$ cat config.mk
export PLATFORM = sky130hd
export DESIGN_NAME = rom_arbiter
export DESIGN_NICKNAME = d
export VERILOG_FILES = /design/src/rtl/rom_arbiter.sv
export SDC_FILE = /design/constraint.sdc
export NUM_CORES = 1
export LEC_CHECK = 0
export CAP_MARGIN = 15
export CORE_MARGIN = 3
export CORE_UTILIZATION = 40
export CTS_CLUSTER_DIAMETER = 120
export DETAILED_ROUTE_END_ITERATION = 10
export GPL_ROUTABILITY_DRIVEN = 0
export PLACE_DENSITY_LB_ADDON = 0.08
export SLEW_MARGIN = 10
export SYNTH_ARGS = -nofsm -noshare
export SYNTH_HDL_FRONTEND = slang
export SYNTH_SLANG_ARGS = --single-unit
export TNS_END_PERCENT = 5
$ cat constraint.sdc
create_clock -name clk -period 3.2 [get_ports clk]
set_input_delay 0.64 -clock clk [delete_from_list [all_inputs] [get_ports clk]]
set_output_delay 0.64 -clock clk [all_outputs]
set_load 0.03 [all_outputs]
$ cat src/rtl/rom_arbiter.sv
// rtl/rom_arbiter.sv - round-robin burst arbiter sharing one rom_sync read port
module rom_arbiter #(
    parameter int NREQ  = 2,
    parameter int ADDRW = 10,
    parameter int DATAW = 16,
    parameter int LENW  = 4
) (
    input  logic                  clk,
    input  logic                  rst_n,
    input  logic [NREQ-1:0]       req_valid,
    output logic [NREQ-1:0]       req_ready,
    input  logic [NREQ*ADDRW-1:0] req_addr,
    input  logic [NREQ*LENW-1:0]  req_len,
    output logic [NREQ-1:0]       resp_valid,
    output logic                  resp_last,
    output logic [DATAW-1:0]      resp_data,
    output logic [ADDRW-1:0]      rom_addr,
    input  logic [DATAW-1:0]      rom_data,
    output logic                  busy
);

    localparam int PTRW = (NREQ > 1) ? $clog2(NREQ) : 1;

    typedef enum logic {IDLE, BURST} state_t;

    state_t            state, state_next;
    logic [PTRW-1:0]   rr_ptr;
    logic [PTRW-1:0]   owner;
    logic [ADDRW-1:0]  addr_q;
    logic [LENW-1:0]   remaining;

    logic              grant_found;
    logic [PTRW-1:0]   grant_idx;
    logic [PTRW:0]     cand;
    logic [ADDRW-1:0]  grant_addr;
    logic [LENW-1:0]   grant_len;

    // Search starts just after the last winner; one extra bit lets the sum wrap without a modulo.
    always_comb begin
        grant_found = 1'b0;
        grant_idx   = '0;
        cand        = '0;
        for (int k = 1; k <= NREQ; k++) begin
            cand = {1'b0, rr_ptr} + (PTRW+1)'(k);
            if (cand >= (PTRW+1)'(NREQ))
                cand = cand - (PTRW+1)'(NREQ);
            if (!grant_found && req_valid[cand[PTRW-1:0]]) begin
                grant_found = 1'b1;
                grant_idx   = cand[PTRW-1:0];
            end
        end
    end

    assign grant_addr = req_addr[grant_idx*ADDRW +: ADDRW];
    assign grant_len  = req_len[grant_idx*LENW +: LENW];

    always_ff @(posedge clk or negedge rst_n) begin
        if (!rst_n)
            state <= IDLE;
        else
            state <= state_next;
    end

    always_comb begin
        state_next = state;
        case (state)
            IDLE:    if (grant_found && grant_len != '0) state_next = BURST;
            BURST:   if (remaining == LENW'(1)) state_next = IDLE;
            default: state_next = IDLE;
        endcase
    end

    always_comb begin
        req_ready = '0;
        rom_addr  = addr_q;
        busy      = (state == BURST);
        if (state == IDLE && grant_found) begin
            req_ready = NREQ'(1) << grant_idx;
            rom_addr  = grant_addr;
        end
    end

    // Response flags trail the issued address by one cycle to line up with rom_sync latency.
    always_ff @(posedge clk or negedge rst_n) begin
        if (!rst_n) begin
            rr_ptr     <= PTRW'(NREQ-1);
            owner      <= '0;
            addr_q     <= '0;
            remaining  <= '0;
            resp_valid <= '0;
            resp_last  <= 1'b0;
        end else begin
            resp_valid <= '0;
            resp_last  <= 1'b0;
            if (state == IDLE) begin
                if (grant_found) begin
                    addr_q     <= grant_addr + ADDRW'(1);
                    remaining  <= grant_len;
                    owner      <= grant_idx;
                    rr_ptr     <= grant_idx;
                    resp_valid <= NREQ'(1) << grant_idx;
                    resp_last  <= (grant_len == '0);
                end
            end else begin
                addr_q     <= addr_q + ADDRW'(1);
                remaining  <= remaining - LENW'(1);
                resp_valid <= NREQ'(1) << owner;
                resp_last  <= (remaining == LENW'(1));
            end
        end
    end

    assign resp_data = rom_data;

endmodule
== After elaboration in Yosys (flattened, before gate mapping) ==
Index checks and enable logic that the tools add are counted.
Word-level totals
  flip-flop bits (word level): 20
  input bits: 48
  logic and storage cells: 56
Operators by class
  $add $sub $neg: 7
  $mul: 1
  $lt $le $gt $ge: 4
  eq/ne operators: 1
  shift-type cells: 4
  mux-type cells: 23
  bitwise gates (word level): 1
  reductions and logical operators: 8
Operators with widths (number)
  10-bit 2-to-1 mux: 3
  10-bit by 1-bit adder with 10-bit output, second input constant: 2
  20-bit by 6-bit variable part select with 10-bit output: 1
  1-bit 2-to-1 mux: 14
  4-bit 2-to-1 mux: 2
  8-bit by 4-bit variable part select with 4-bit output: 1
  2-bit 2-to-1 mux: 3
  4-bit by 1-bit equality test with 1-bit output, second input constant: 1
  2-bit >= comparator, second input constant: 2
  4-bit logical NOT: 1
  1-bit by 2-bit < comparator with 1-bit output, second input constant: 2
  1-bit by 3-bit multiplier with 4-bit output, second input constant: 1
  4-bit nonzero test: 1
  1-bit by 1-bit << shifter with 2-bit output, first input constant: 2
  4-bit by 1-bit subtractor with 4-bit output, second input constant: 1
  1-bit logical AND: 3
  1-bit by 1-bit adder with 2-bit output, second input constant: 1
  1-bit by 2-bit adder with 2-bit output, second input constant: 1
  1-bit case mux with 2 select lines: 1
  2-bit AND reduction: 1
  2-bit nonzero test: 1
  1-bit subtractor, second input constant: 2
  1-bit logical NOT: 1
  1-bit NOT: 1

== Longest topological paths before layout ==
Gate-level depths: netlist of run 1.
  word-level depth: 14
  depth in mapped cells: 11
  mapped depth without buffers: 9

== Least setup slack after synthesis of run 1 ==
OpenSTA, ideal clock, no wires.
  kind: in2out
  start point: input req_valid[0]
  end point: output rom_addr[6]
  arrival: 2.210 ns
  required time: 2.560 ns
  slack: 0.350 ns
  cell stages on the path: 5
  buffers on the path: 2
  cell sequence: buf_2 a21bo_2 clkbuf_1 mux2i_1 o21ai_0
Between the ends
  cells in the longest elaborated chain, start to end: 9
Ends and longest elaborated chain
  from (decl): RTL line 10  | input logic [NREQ-1:0] req_valid,
  1-bit 2-to-1 mux (not written as such) (2 in series): RTL line 47  | if (!grant_found && req_valid[cand[PTRW-1:0]]) begin
  1-bit 2-to-1 mux: RTL line 47
  1-bit logical NOT: RTL line 47
  1-bit logical AND: RTL line 47
  1-bit 2-to-1 mux: RTL line 47
  1-bit by 3-bit multiplier with 4-bit output: RTL line 54  | assign grant_addr = req_addr[grant_idx*ADDRW +: ADDRW];
  20-bit by 6-bit variable part select with 10-bit output: RTL line 54
  10-bit 2-to-1 mux *: RTL line 77  | if (state == IDLE && grant_found) begin
  to (decl): RTL line 17  | output logic [ADDRW-1:0] rom_addr,
Every way passes the cells marked *; elsewhere a longest branch is shown, timed or not. The select of a mux whose other input is x is not followed.

== Worst setup path in the final report of run 1 ==
  start point: input req_valid[0]
  end point: output req_ready[0]
Between the ends
  cells in the longest elaborated chain, start to end: 8
Ends and longest elaborated chain
  1-bit 2-to-1 mux (not written as such) (2 in series): RTL line 47
  1-bit 2-to-1 mux: RTL line 47
  1-bit logical NOT: RTL line 47
  1-bit logical AND: RTL line 47
  1-bit 2-to-1 mux: RTL line 47
  1-bit by 1-bit << shifter with 2-bit output or 1-bit logical AND (tied branches): RTL line 78, 77
  2-bit 2-to-1 mux *: RTL line 77
  to (decl): RTL line 11  | output logic [NREQ-1:0] req_ready,
Marked as above.

==> impl_metrics.py, run 1 <==
metrics = {
    "setup_path": {
        "cpMostUsedCell": "clkdlybuf4s50_1",
        "crit_arrival_ps": 2420,
        "worstSetupPathType": "primary input to output port",
        "rrSetupSlack_ps": 900,
        "worstPathRequired_ps": 2560,
        "cp_max_fo": 5,
        "crit_slowest_cell": "clkdlybuf4s50_1",
        "r2r-end": "addr_q[8]$_DFFE_PN0P_",
        "crit_path_cell_trace": "clkdlybuf4s50_1, o21ai_1, buf_4, nor2_1, clkdlybuf4s50_1",
        "max_stage_delay_ps": 590,
        "worst_setup_path_start_kind": "primary input",
        "r2r_cells": 9,
        "worstSetupEndpointType": "output port",
        "reg2reg_from": "rr_ptr$_DFFE_PN1P_",
    },
    "detailed_routing": {
        "vias": 1660,
        "postRouteAntennaNets": 0,
        "drc_errors": 0,
        "firstDrtPassIters": 4,
        "drtIter0Drc": 82,
        "viasPerCell": 5.53,
        "routedWlPerCell_um": 14.8,
        "wl_um": 4440,
    },
    "power_and_ir_drop": {
        "fin_total_pwr_w": 0.00205,
        "p_leak_nw": 1.01,
        "p_per_area_nw_per_um2": 927,
        "vdd_drop_max_mv": 0.455,
    },
    "grt": {
        "antenna_found_initial": 0,
        "grtUsageTotal_pct": 17.6,
        "grt_overflow": 0,
        "grt_pass1_vias": 1582,
        "grt_pass1_wl_um": 7330,
        "grt_max_degree": 30,
    },
    "logic_synthesis": {
        "yosys.area.top_type": "dfrtp_1",
        "synth_flop_cell": "dfrtp_1",
        "syn_nets": 264,
        "synth_edf_count": 0,
        "muxShareOfSynthArea_pct": 8.33,
        "synth.top_cell.area_share_pct": 28.3,
        "avgSynthCellArea_sq_um": 7.89,
        "ys_types": 41,
        "synthTopCellsByArea": "dfrtp_1 28%, mux2i_1 8.3%, nand2_1 7.4%",
        "syn_inst": 213,
        "syn_area_sq_um": 1680,
        "synth_adder_area_share_pct": 2.23,
        "yosys_warnings": 0,
        "yosys_register_bits": 20,
        "ys_seq_area_share_pct": 29.8,
        "synth_compound_area_share_pct": 22.8,
        "synth_xor_area_share_pct": 5.73,
        "synth_top_family_by_area": "compound AO/OA/AOI/OAI gates",
        "synth-simple-area-share_pct": 20.2,
        "synthArstFlopShare_pct": 100,
    },
    "worst_hold_path": {
        "min_path_type": "register to register",
        "hp-start": "owner$_DFFE_PN0P_",
        "hold_end": "owner$_DFFE_PN0P_",
        "hold_path_depth": 1,
    },
    "timing": {
        "slew_violations": 0,
        "setup_violations": 0,
        "rsz0062_at_grt": "false",
        "worstMarginPinSlew_ps": 932,
        "clock_skew_ps": 1.33,
        "slew_headroom_pct": 37.7,
        "fmax_mhz": 327,
        "fin_setup_tns_ps": 0,
        "final-hold-violation-count": 0,
        "fin_crit_ps": 3060,
        "fin_hold_ws_ps": 479,
        "fin_crit_sh_pct": 95.7,
    },
    "floorplan": {
        "fp.dieH_um": 70.8,
        "placementRows": 22,
        "die_w_um": 70.8,
        "die-area_sq_um": 5020,
        "core-area_sq_um": 3850,
        "ioPinCount": 80,
        "initial_core_util_pct": 43.6,
    },
    "cts": {
        "clkSinkCount": 20,
        "htree_levels": 1,
        "cts_tree": "yes",
        "cts_buffers": 3,
        "postCtsSetupBuffers": 0,
        "cts_root_buffer": "clkbuf_8",
        "cts.clk_slew.worst_paths_ps": 80,
        "cts_buffer_depth": 2,
        "clock_latency_ps": 260,
    },
    "placed_design": {
        "hpwlAfterDp_um": 3410,
        "io_buffers": 47,
        "dpl.cell_count": 296,
    },
    "finish": {
        "fin_cells": 300,
        "nNetsFinal": 304,
        "syn_to_final_growth_pct": 31.6,
        "post-route-util_pct": 57.4,
        "num_antenna_cells": 0,
        "drive_gt1_share_pct": 13.9,
    },
    "run": {
        "timing.max_cap.violations": 0,
    },
    "status": {
        "outcome": "finished clean",
    },
}
==> through the flow <==
step	area, sq um	setup slack (ps)
2_1_floorplan	1680	350
5_1_grt	2210	42.6
3_3_place_gp	2140	89.1
4_1_cts	2210	80.7
3_5_place_dp	2140	83.0
6_report	2210	139
==> critical path, delay by kind of cell <==
kind	cells	cell delay, ps
buffers and inverters	3	1310
AOI/OAI and AO/OA	1	420
and+or+nand+nor	1	40
==> routing by layer <==
metal  up-vias  wire (um)  GRT usage, %  part of all wire [%]
li1        814          -             -                     -
met1       777       2000          23.0                    45
met2        55       2100          30.4                    47
met3        14        266          3.27                   6.0
met4         0         68          3.34                   1.5
met5         -          0             0                     0
==> final cells by class <==
| cell class | instances | area, sq um |
|---|---|---|
| Inverter | 4 | 15.0 |
| Clock inverter | 1 | 30.0 |
| Tap cell | 48 | 60.1 |
| Fill cell | 377 | 1640 |
| Clock buffer | 3 | 41.3 |
| Sequential cell | 20 | 502 |
| Timing Repair Buffer | 63 | 568 |
| Multi-Input combinational cell | 161 | 997 |
==> where the power goes <==
group	internal (W)	total [W]	leakage, nW	switching, W
Combinational	0.000550	0.00127	0.741	0.000721
Clock	0.000167	0.000256	0.0357	0.0000893
Sequential	0.000388	0.000524	0.234	0.000136
==> synth_stat cells (all sizes together) (5+ instances only) <==
| cell | n |
|---|---|
| nand3 | 6 |
| xnor2 | 5 |
| and3 | 5 |
| xor2 | 6 |
| nor2 | 19 |
| buf | 19 |
| dfrtp | 19 |
| a21oi | 14 |
| clkbuf | 9 |
| o21ai | 19 |
| mux2i | 14 |
| nand2 | 33 |
==> timing repair <==
| item | 4_1_cts | 5_1_grt |
|---|---|---|
| hold buffers | 0 | 0 |
| endpoints found under the setup margin | 0 | 1 |
| resized for setup | 0 | 1 |
==> sequential cells by signal (all words and copies together), names as in the netlist <==
name / count
owner: 1
resp_last: 1
rr_ptr: 1
resp_valid: 2
busy: 1
addr_q: 10
remaining: 4
==> cell families after synthesis <==
| logic type | count (synthesis) |
|---|---|
| and+or+nand+nor | 75 |
| DFF | 20 |
| buffers and inverters | 32 |
| xor gates and xnor gates | 11 |
| muxes | 14 |
| adders and majority gates | 3 |
| AOI/OAI and AO/OA | 58 |
==> placed cells by master (no fill, tap or decap), types with 4 or more instances in the layout <==
cell             instances
mux2i_1                 14
xnor2_1                  5
nand3_1                  6
buf_4                   26
nor3_1                   4
o21ai_0                 18
xor2_1                   6
a21oi_1                 13
nand2_1                 33
a311oi_1                 4
nor2_1                  19
and3_1                   5
a21o_1                   4
dfrtp_1                 19
clkdlybuf4s50_1         36
inv_1                    4
==> worst max path at each step <==
stage,from,endpoint,slack (ps)
floorplan,req_valid[0],rom_addr[6],350
global placement,req_valid[0],rom_addr[9],90
detailed placement,req_valid[0],rom_addr[9],80
CTS,req_valid[0],rom_addr[9],80
global route,req_valid[0],req_ready[0],40
finish,req_valid[0],req_ready[0],140
Power figures use the tool's default switching activity.
==> run 2, diff against run 1 <==
Settings changed: DONT_BUFFER_PORTS set to 1.
==> run 2 against run 1 <==
Non-clock buffer count down 48. Design area is 21% lower. Hold slack got worse by 420 ps. Die area did not move. Count of clock-buffer cells in the layout up 1. Sequential share of layout area rose by 6.1 points. Critical path depth fell by 1. Largest power group unchanged.
==> impl_metrics.py, run 2 (synthesis results as in run 1) <==
metrics = {
    "timing": {
        "setup_ws_ps": 643,
        "fin_crit_sh_pct": 79.9,
        "rsz0062_at_grt": "false",
        "clock_skew_ps": 9.29,
        "setup_violations": 0,
        "worstMarginPinSlew_ps": 726,
        "fin_setup_tns_ps": 0,
        "final-hold-violation-count": 0,
        "slew_violations": 0,
        "slew_headroom_pct": 51.4,
        "fmax_mhz": 391,
        "fin_crit_ps": 2560,
    },
    "detailed_routing": {
        "postRouteAntennaNets": 0,
        "wl_um": 4260,
        "drtIter0Drc": 71,
        "routedWlPerCell_um": 16.9,
        "vias": 1480,
        "firstDrtPassIters": 4,
        "viasPerCell": 5.87,
        "drc_errors": 0,
    },
    "setup_path": {
        "worst_setup_path_start_kind": "register",
        "reg2reg_from": "rr_ptr$_DFFE_PN1P_",
        "crit_path_start": "rr_ptr$_DFFE_PN1P_",
        "r2r_cells": 7,
        "worstSetupPathType": "register to output port",
        "worstSetupEndpointType": "output port",
        "worstPathRequired_ps": 2560,
        "crit_arrival_ps": 1920,
        "cp_max_fo": 15,
    },
    "cts": {
        "cts.clk_slew.worst_paths_ps": 80,
        "postCtsSetupBuffers": 0,
        "cts_buffers": 3,
        "cts_root_buffer": "clkbuf_8",
        "cts_tree": "yes",
        "htree_levels": 1,
        "cts_buffer_depth": 2,
        "cts_hold_buf": 0,
        "clock_latency_ps": 260,
        "clkSinkCount": 20,
        "cts-resized-gates": 0,
    },
    "grt": {
        "use_met3_pct": 4.69,
        "use_met2_pct": 29.5,
        "grtUsageTotal_pct": 17.2,
        "grt_max_degree": 30,
        "antenna_found_initial": 0,
        "grt_pass1_wl_um": 7020,
        "grt_overflow": 0,
        "met1_usage_pct": 20.8,
        "busiest_layer": "met2",
        "grt_pass1_vias": 1460,
    },
    "placed_design": {
        "io_buffers": 0,
        "dpl.cell_count": 248,
        "pre_cts_ws_ps": 617,
        "hpwlAfterDp_um": 3220,
    },
    "finish": {
        "syn_to_final_growth_pct": 3.57,
        "top_register": "addr_q",
        "fin_cells": 252,
        "final_common_cell": "nand2_1",
        "final_cell_mix": "33 x nand2_1, 19 x nor2_1, 19 x dfrtp_1, 18 x o21ai_0, 15 x buf_4",
        "reg_top3": "addr_q x10, remaining x4, resp_valid x2",
        "num_antenna_cells": 0,
        "drive_gt1_share_pct": 11.8,
        "largest_register_ffs": 10,
        "post-route-util_pct": 45.2,
        "nNetsFinal": 256,
        "fillers": 384,
    },
    "power_and_ir_drop": {
        "fin_total_pwr_w": 0.00182,
        "p_per_area_nw_per_um2": 1050,
        "p_leak_nw": 0.796,
        "vdd_drop_max_mv": 0.400,
    },
    "floorplan": {
        "core-area_sq_um": 3850,
        "placementRows": 22,
        "initial_core_util_pct": 43.6,
        "fp.dieH_um": 70.8,
        "die-area_sq_um": 5020,
        "die_w_um": 70.8,
        "ioPinCount": 80,
    },
    "status": {
        "outcome": "finished clean",
    },
    "run": {
        "timing.max_cap.violations": 0,
    },
    "worst_hold_path": {
        "min_path_type": "primary input to asynchronous set/reset pin",
    },
}
run 2: cell count changes in the layout (fill, tap and decap cells not counted):
cell,change
dlymetal6s2s_1,-1
clkdlybuf4s50_1,-36
clkbuf_8,+1
buf_4,-11
bufinv_16,-1
run 2: stage by stage:
stage	hold WS, ps	area (sq um)
floorplan	344	1680
global placement	345	1690
detailed placement	345	1690
CTS	57.7	1740
global route	46.3	1740
finish	63.3	1740
run 2: critical path: stages (launching register included):
cell and delay, ps:
dfstp_2 580, a21bo_2 380, mux2i_1 360, nand2_1 110
o21a_1 230
run 2: worst paths after layout:
path,to,slack [ps]
setup / recovery,rom_addr[7],640
hold / removal,resp_last$_DFF_PN0_,60
setup reg to reg,addr_q[9]$_DFFE_PN0P_,820
hold reg to reg,owner$_DFFE_PN0P_,490
max in group asynchronous,rr_ptr$_DFFE_PN1P_,2950
min in group clk,owner$_DFFE_PN0P_,490
run 2: report_power, final:
part	switching (W)	leakage, nW	internal [W]	total (W)
combinational	0.000646	0.533	0.000419	0.00106
sequential	0.000175	0.234	0.000389	0.000563
clock	0.0000835	0.0288	0.000110	0.000193
total	0.000904	0.796	0.000917	0.00182
run 2: routing by layer:
layer  share of wire, %  wire [um]  vias to the layer above
li1                   -          -                      720
met4                2.6        110                        0
met5                  0          0                        -
met2                 51       2160                       40
met3                5.8        247                       18
met1                 41       1740                      702
run 2: area by class of cell:
type | instances | area [sq um] | area share [%]
multi-input cells | 161 | 997 | 57.3
flip-flops and latches | 20 | 502 | 28.8
repair buffers | 15 | 113 | 6.47
well taps | 48 | 60.1 | 3.45
clock buffers | 4 | 55.1 | 3.16
inverters | 4 | 15.0 | 0.862
